$ cat config.mk
export PLATFORM = sky130hd
export DESIGN_NAME = ball_ctrl
export DESIGN_NICKNAME = d
export VERILOG_FILES = /design/src/rtl/ball_ctrl.sv
export SDC_FILE = /design/constraint.sdc
export NUM_CORES = 1
export LEC_CHECK = 0
export BUFFER_PORTS_ARGS = -buffer_cell sky130_fd_sc_hd__buf_2
export CAP_MARGIN = 20
export CORE_AREA = 2 2 268 270
export DETAILED_ROUTE_END_ITERATION = 6
export DIE_AREA = 0 0 270 272
export GPL_ROUTABILITY_DRIVEN = 0
export PLACE_DENSITY = 0.55
export SKIP_CTS_REPAIR_TIMING = 1
export SYNTH_ARGS = -nofsm -noshare
export SYNTH_HDL_FRONTEND = slang
export SYNTH_SLANG_ARGS = --single-unit
$ cat constraint.sdc
create_clock -name clk_25MHz -period 14.2 [get_ports clk_25MHz]
set_input_delay 2.84 -clock clk_25MHz [delete_from_list [all_inputs] [get_ports clk_25MHz]]
set_output_delay 2.84 -clock clk_25MHz [all_outputs]
set_load 0.02 [all_outputs]
$ cat src/rtl/ball_ctrl.sv
// rtl/ball_ctrl.sv - target-ball spawn, lifetime timing and click-hit detection
// Optional feature macro MISS_PENALTY_EN: each timeout also decrements score, saturating at 0.
module ball_ctrl #(
    parameter int          BALL_R          = 16,
    parameter int          LIFETIME_FRAMES = 60,
    parameter logic [15:0] LFSR_SEED       = 16'hACE1,
    parameter int          SCORE_MAX       = 99
) (
    input  logic       clk_25MHz,
    input  logic       rst_n,
    input  logic [9:0] h_cnt,
    input  logic [9:0] v_cnt,
    input  logic [9:0] MOUSE_X_POS,
    input  logic [9:0] MOUSE_Y_POS,
    input  logic       MOUSE_LEFT,
    input  logic       game_state,
    output logic       enable_ball,
    output logic [9:0] ball_x,
    output logic [9:0] ball_y,
    output logic [6:0] score,
    output logic       hit_pulse,
    output logic       miss_pulse
);
    localparam int              FW         = $clog2(LIFETIME_FRAMES + 1);
    localparam logic [21:0]     R_SQ       = 22'(BALL_R * BALL_R);
    localparam logic [9:0]      POS_MIN    = 10'(BALL_R);
    localparam logic [9:0]      X_MAX      = 10'(639 - BALL_R);
    localparam logic [9:0]      Y_MAX      = 10'(479 - BALL_R);
    localparam logic [FW-1:0]   LAST_FRAME = FW'(LIFETIME_FRAMES - 1);
    localparam logic [6:0]      SCORE_TOP  = 7'(SCORE_MAX);

    typedef enum logic [1:0] {ST_OFF, ST_SPAWN, ST_ACTIVE} state_t;

    state_t        r_state, w_state_nxt;
    logic [15:0]   r_lfsr;
    logic [FW-1:0] r_frame_cnt, w_frame_nxt;
    logic          r_prev_left, r_prev_game;
    logic [9:0]    r_ball_x, r_ball_y, w_ball_x_nxt, w_ball_y_nxt;
    logic [6:0]    r_score, w_score_nxt;
    logic          r_hit, r_miss, r_enable;
    logic          w_hit, w_miss, w_pix_in, w_mouse_in;
    logic          w_click, w_tick, w_accept;
    logic [9:0]    w_cand_x, w_cand_y;

    // Squared Euclidean distance with signed 11-bit deltas, 21-bit squares, 22-bit sum.
    function automatic logic [21:0] dist_sq(input logic [9:0] a_x, input logic [9:0] a_y,
                                            input logic [9:0] b_x, input logic [9:0] b_y);
        logic signed [10:0] dx, dy;
        logic [20:0]        mx, my;
        dx = $signed({1'b0, a_x}) - $signed({1'b0, b_x});
        dy = $signed({1'b0, a_y}) - $signed({1'b0, b_y});
        mx = dx[10] ? 21'(-dx) : 21'(dx);
        my = dy[10] ? 21'(-dy) : 21'(dy);
        return {1'b0, 21'(mx * mx)} + {1'b0, 21'(my * my)};
    endfunction

    assign w_click    = MOUSE_LEFT & ~r_prev_left;
    assign w_tick     = (h_cnt == 10'd0) && (v_cnt == 10'd0);
    assign w_cand_x   = r_lfsr[9:0];
    assign w_cand_y   = {1'b0, r_lfsr[15:7]};
    assign w_accept   = (w_cand_x >= POS_MIN) && (w_cand_x <= X_MAX) &&
                        (w_cand_y >= POS_MIN) && (w_cand_y <= Y_MAX);
    assign w_mouse_in = dist_sq(MOUSE_X_POS, MOUSE_Y_POS, r_ball_x, r_ball_y) <= R_SQ;
    assign w_pix_in   = (h_cnt < 10'd640) && (v_cnt < 10'd480) && (r_state == ST_ACTIVE) &&
                        (dist_sq(h_cnt, v_cnt, r_ball_x, r_ball_y) <= R_SQ);

    always_comb begin
        w_state_nxt  = r_state;
        w_frame_nxt  = r_frame_cnt;
        w_ball_x_nxt = r_ball_x;
        w_ball_y_nxt = r_ball_y;
        w_score_nxt  = r_score;
        w_hit        = 1'b0;
        w_miss       = 1'b0;
        if (!game_state) begin
            w_state_nxt = ST_OFF;
        end else begin
            case (r_state)
                ST_OFF: begin
                    if (!r_prev_game) begin
                        w_score_nxt = '0;
                        w_state_nxt = ST_SPAWN;
                    end
                end
                ST_SPAWN: begin
                    // Rejection sampling keeps the position distribution free of modulo bias.
                    if (w_accept) begin
                        w_ball_x_nxt = w_cand_x;
                        w_ball_y_nxt = w_cand_y;
                        w_frame_nxt  = '0;
                        w_state_nxt  = ST_ACTIVE;
                    end
                end
                ST_ACTIVE: begin
                    if (w_tick) w_frame_nxt = r_frame_cnt + 1'b1;
                    if (w_click && w_mouse_in) begin
                        w_hit       = 1'b1;
                        w_state_nxt = ST_SPAWN;
                        if (r_score < SCORE_TOP) w_score_nxt = r_score + 7'd1;
                    end else if (w_tick && (r_frame_cnt == LAST_FRAME)) begin
                        w_miss      = 1'b1;
                        w_state_nxt = ST_SPAWN;
`ifdef MISS_PENALTY_EN
                        if (r_score != 7'd0) w_score_nxt = r_score - 7'd1;
`endif
                    end
                end
                default: w_state_nxt = ST_OFF;
            endcase
        end
    end

    always_ff @(posedge clk_25MHz or negedge rst_n) begin
        if (!rst_n) begin
            r_state     <= ST_OFF;
            r_lfsr      <= LFSR_SEED;
            r_frame_cnt <= '0;
            r_prev_left <= 1'b0;
            r_prev_game <= 1'b0;
            r_ball_x    <= '0;
            r_ball_y    <= '0;
            r_score     <= '0;
            r_hit       <= 1'b0;
            r_miss      <= 1'b0;
            r_enable    <= 1'b0;
        end else begin
            r_state     <= w_state_nxt;
            r_lfsr      <= {r_lfsr[14:0], r_lfsr[15] ^ r_lfsr[13] ^ r_lfsr[12] ^ r_lfsr[10]};
            r_frame_cnt <= w_frame_nxt;
            r_prev_left <= MOUSE_LEFT;
            r_prev_game <= game_state;
            r_ball_x    <= w_ball_x_nxt;
            r_ball_y    <= w_ball_y_nxt;
            r_score     <= w_score_nxt;
            r_hit       <= w_hit;
            r_miss      <= w_miss;
            r_enable    <= w_pix_in;
        end
    end

    assign enable_ball = r_enable;
    assign ball_x      = r_ball_x;
    assign ball_y      = r_ball_y;
    assign score       = r_score;
    assign hit_pulse   = r_hit;
    assign miss_pulse  = r_miss;
endmodule
==> results.cfg <==
[run_status]
outcome = completed

[clock_tree]
clkLatencyLatePin_ps = 320
tritoncts_num_sinks = 52
numCtsBuffers = 5
tritoncts = built
clkSlewWorstSetupHoldPaths_ps = 90
cts_htree_levels = 2
clock-root-buffer = clkbuf_16
cts-root-to-sink-buffers = 2

[die]
floorplan.die.height_um = 272
die_area_sq_um = 73400
floorplan.io_pins = 74
row_count = 98
core_sq_um = 70800
floorplan.die.width_um = 270
floorplan.initialDensity = 0.395

[sta]
final.setup_skew_ps = 12.2
slew-limit-headroom = 0.266
whs_ps = 376
postLayoutSetupSlackWorst_ps = 784
tightestPinTransition_ps = 1090
finalHoldViolations = 0
setup_viol = 0
post-route-period-util = 0.945
drv_slew = 0
post-route-min-period_ps = 13420
maxClockFrequency_mhz = 74.5

[global_route]
track_usage = 0.177
grt_pass1_wl_um = 106000
first_global_vias = 21546
gr-total-overflow = 0
initial_antenna_violation_count = 1
maximum_number_of_pins_on_one_net_before_global_route_repair = 53

[synth]
seq_area_frac_synth = 0.0469
ys.flop_type = dfrtp_1
syn-cell-area_sq_um = 28000
synth_enable_flop_cells = 0
synth_seq_cells = 52
cell_count_after_synthesis = 3047
synthesis.area_per_instance_sq_um = 9.18
yosysWarnings = 0
asyncSetResetFlopFracSynth = 1.00
synthDistinctLibCells = 95

[setup_path]
timing.reg2reg.worst_path_depth = 39
critical_path.startpoint_type = input port
timing.critical_path.slowest_cell_delay_ps = 590
crit_slowest_cell = or4_4
crit-reg2reg-launch = ball_x[8]$_DFFE_PN0P_
crit_type = in -> reg
end_kind = flop
timing.rr.end = score[4]$_DFFE_PN0P_
crit_fanout = 7
rrSetupSlack_ps = 2580
cp_data_arrival_time_ps = 13650
crit_required_ps = 14440

[layout]
post_route_cells_drive_above_1_share = 0.0678
final.fill_count = 7171
insertedDiodeCount = 0
syn2layout_area_growth_pct = 12.0
design.final.nets = 4456
layout.cell_area.non_filler_sq_um = 31300
final_core_utilization = 0.443
leading_cell_types_in_the_layout_fill_and_taps_excluded = inv_1 (740), fa_1 (552), conb_1 (364), ha_1 (352), nor2_1 (239)
most_common_cell_after_layout_fill_and_taps_aside = inv_1
regArea_sq_um = 1310
multi_input_comb_area_sq_um = 25100

[job]
drv_cap = 0

[routing]
viasPerCell = 4.65
wl_per_cell_um = 13.7
drt_pass1_iterations = 5
remaining_drc_errors = 0
ant_nets = 0
via_count = 20725
postRouteWirelength_um = 60900
detailedRoute.firstIterationViolations = 816

[place]
count_of_buffers_from_port_buffering = 72
dp_slack_ps = 254
dpl_cell_area_sq_um = 31100
post-dp-hpwl_um = 55100

[min_path]
min-delay-start = r_lfsr[3]$_DFF_PN0_
timing.hold.worst.class = reg -> reg
timing.hold.worst_endpoint = r_lfsr[4]$_DFF_PN0_
hold-path-cell-count = 0
[cells by family (layout without fill, tap and decap cells)]
logic type               after synthesis  in the layout  synth area share
adder cells (fa/ha/maj)              904            904             0.553
AND/OR/NAND/NOR                      708            708             0.127
multiplexers                          36             36            0.0137
flip-flops                            52             52            0.0469
buffers and inverters                778            878             0.106
AO/OA/AOI/OAI                        366            366            0.0899
other                                  2            364          0.000269
XOR/XNOR                             201            201            0.0635
[metrics by stage]
step,setup TNS (ps),cells
after floorplan,0,3409
after global placement,0,4448
after detailed placement,0,4448
after CTS,0,4456
after global routing,-10.6,4459
final,0,4459
[Yosys cell counts, drive strengths merged, types with 11 or more instances]
cell type  number  share of area
nand2b         56          0.013
inv           743           0.10
or4            11         0.0031
clkbuf         20         0.0030
fa            552           0.40
a211oi         17         0.0049
o21bai         15         0.0040
and2           27         0.0060
nand2         109          0.015
dfrtp          44          0.039
xnor2         154          0.049
or3            32         0.0074
nor2b          19         0.0043
o21ai          69          0.012
ha            352           0.16
o2111ai        14         0.0044
mux2           18         0.0072
o211ai         12         0.0032
buf            12         0.0027
a21oi          82          0.015
nor2          242          0.032
and3           12         0.0027
nand4          17         0.0038
a31oi          19         0.0043
mux2i          18         0.0064
nor3           48         0.0086
nand3          42         0.0075
a21o           20         0.0054
xor2           47          0.015
o21a           29         0.0078
nor4           24         0.0056
or2            40         0.0089
[layout make-up]
cell class                 instances  share of cell area
clock buffer                       5             0.00400
inverter                         745              0.0894
clock inverter                     3            0.000879
timing repair buffer             125              0.0246
multi-input combinational       2579               0.801
tap                              950              0.0380
sequential                        52              0.0419
[worst max path at each step]
stage | startpoint | endpoint | slack [ps] | cells past startpoint
2_1_floorplan | MOUSE_Y_POS[0] | score[2]$_DFFE_PN0P_ | 1110 | 41
3_3_place_gp | MOUSE_X_POS[0] | score[4]$_DFFE_PN0P_ | 360 | 41
3_5_place_dp | MOUSE_X_POS[0] | score[2]$_DFFE_PN0P_ | 250 | 41
4_1_cts | MOUSE_X_POS[0] | score[2]$_DFFE_PN0P_ | 520 | 41
5_1_grt | MOUSE_X_POS[0] | score[4]$_DFFE_PN0P_ | -10 | 41
6_report | MOUSE_X_POS[0] | score[4]$_DFFE_PN0P_ | 780 | 41
[sequential cells by signal, indices dropped and copies added (netlist names)]
name	cells
r_lfsr	16
r_prev_left	1
r_prev_game	1
score	7
enable_ball	1
miss_pulse	1
hit_pulse	1
r_state	2
ball_x	9
ball_y	7
r_frame_cnt	6
[critical path, delay by kind of cell]
| kind | cells | cell delay, ps |
|---|---|---|
| compound gates | 11 | 2730 |
| xor+xnor | 2 | 360 |
| simple gates | 7 | 2100 |
| buf+inv | 9 | 790 |
| fa+ha+maj | 11 | 4630 |
| mux | 1 | 220 |
[layer usage]
metal	vias to the layer above	global-route usage	share of wire
met5	-	0	0
met4	0	0.0140	0.0058
met3	23	0.0127	0.030
met2	261	0.311	0.49
met1	10245	0.248	0.47
li1	10196	-	-
Power is not shown: default switching activity piles up to over one toggle a cycle in this logic, so the estimate is an artifact.
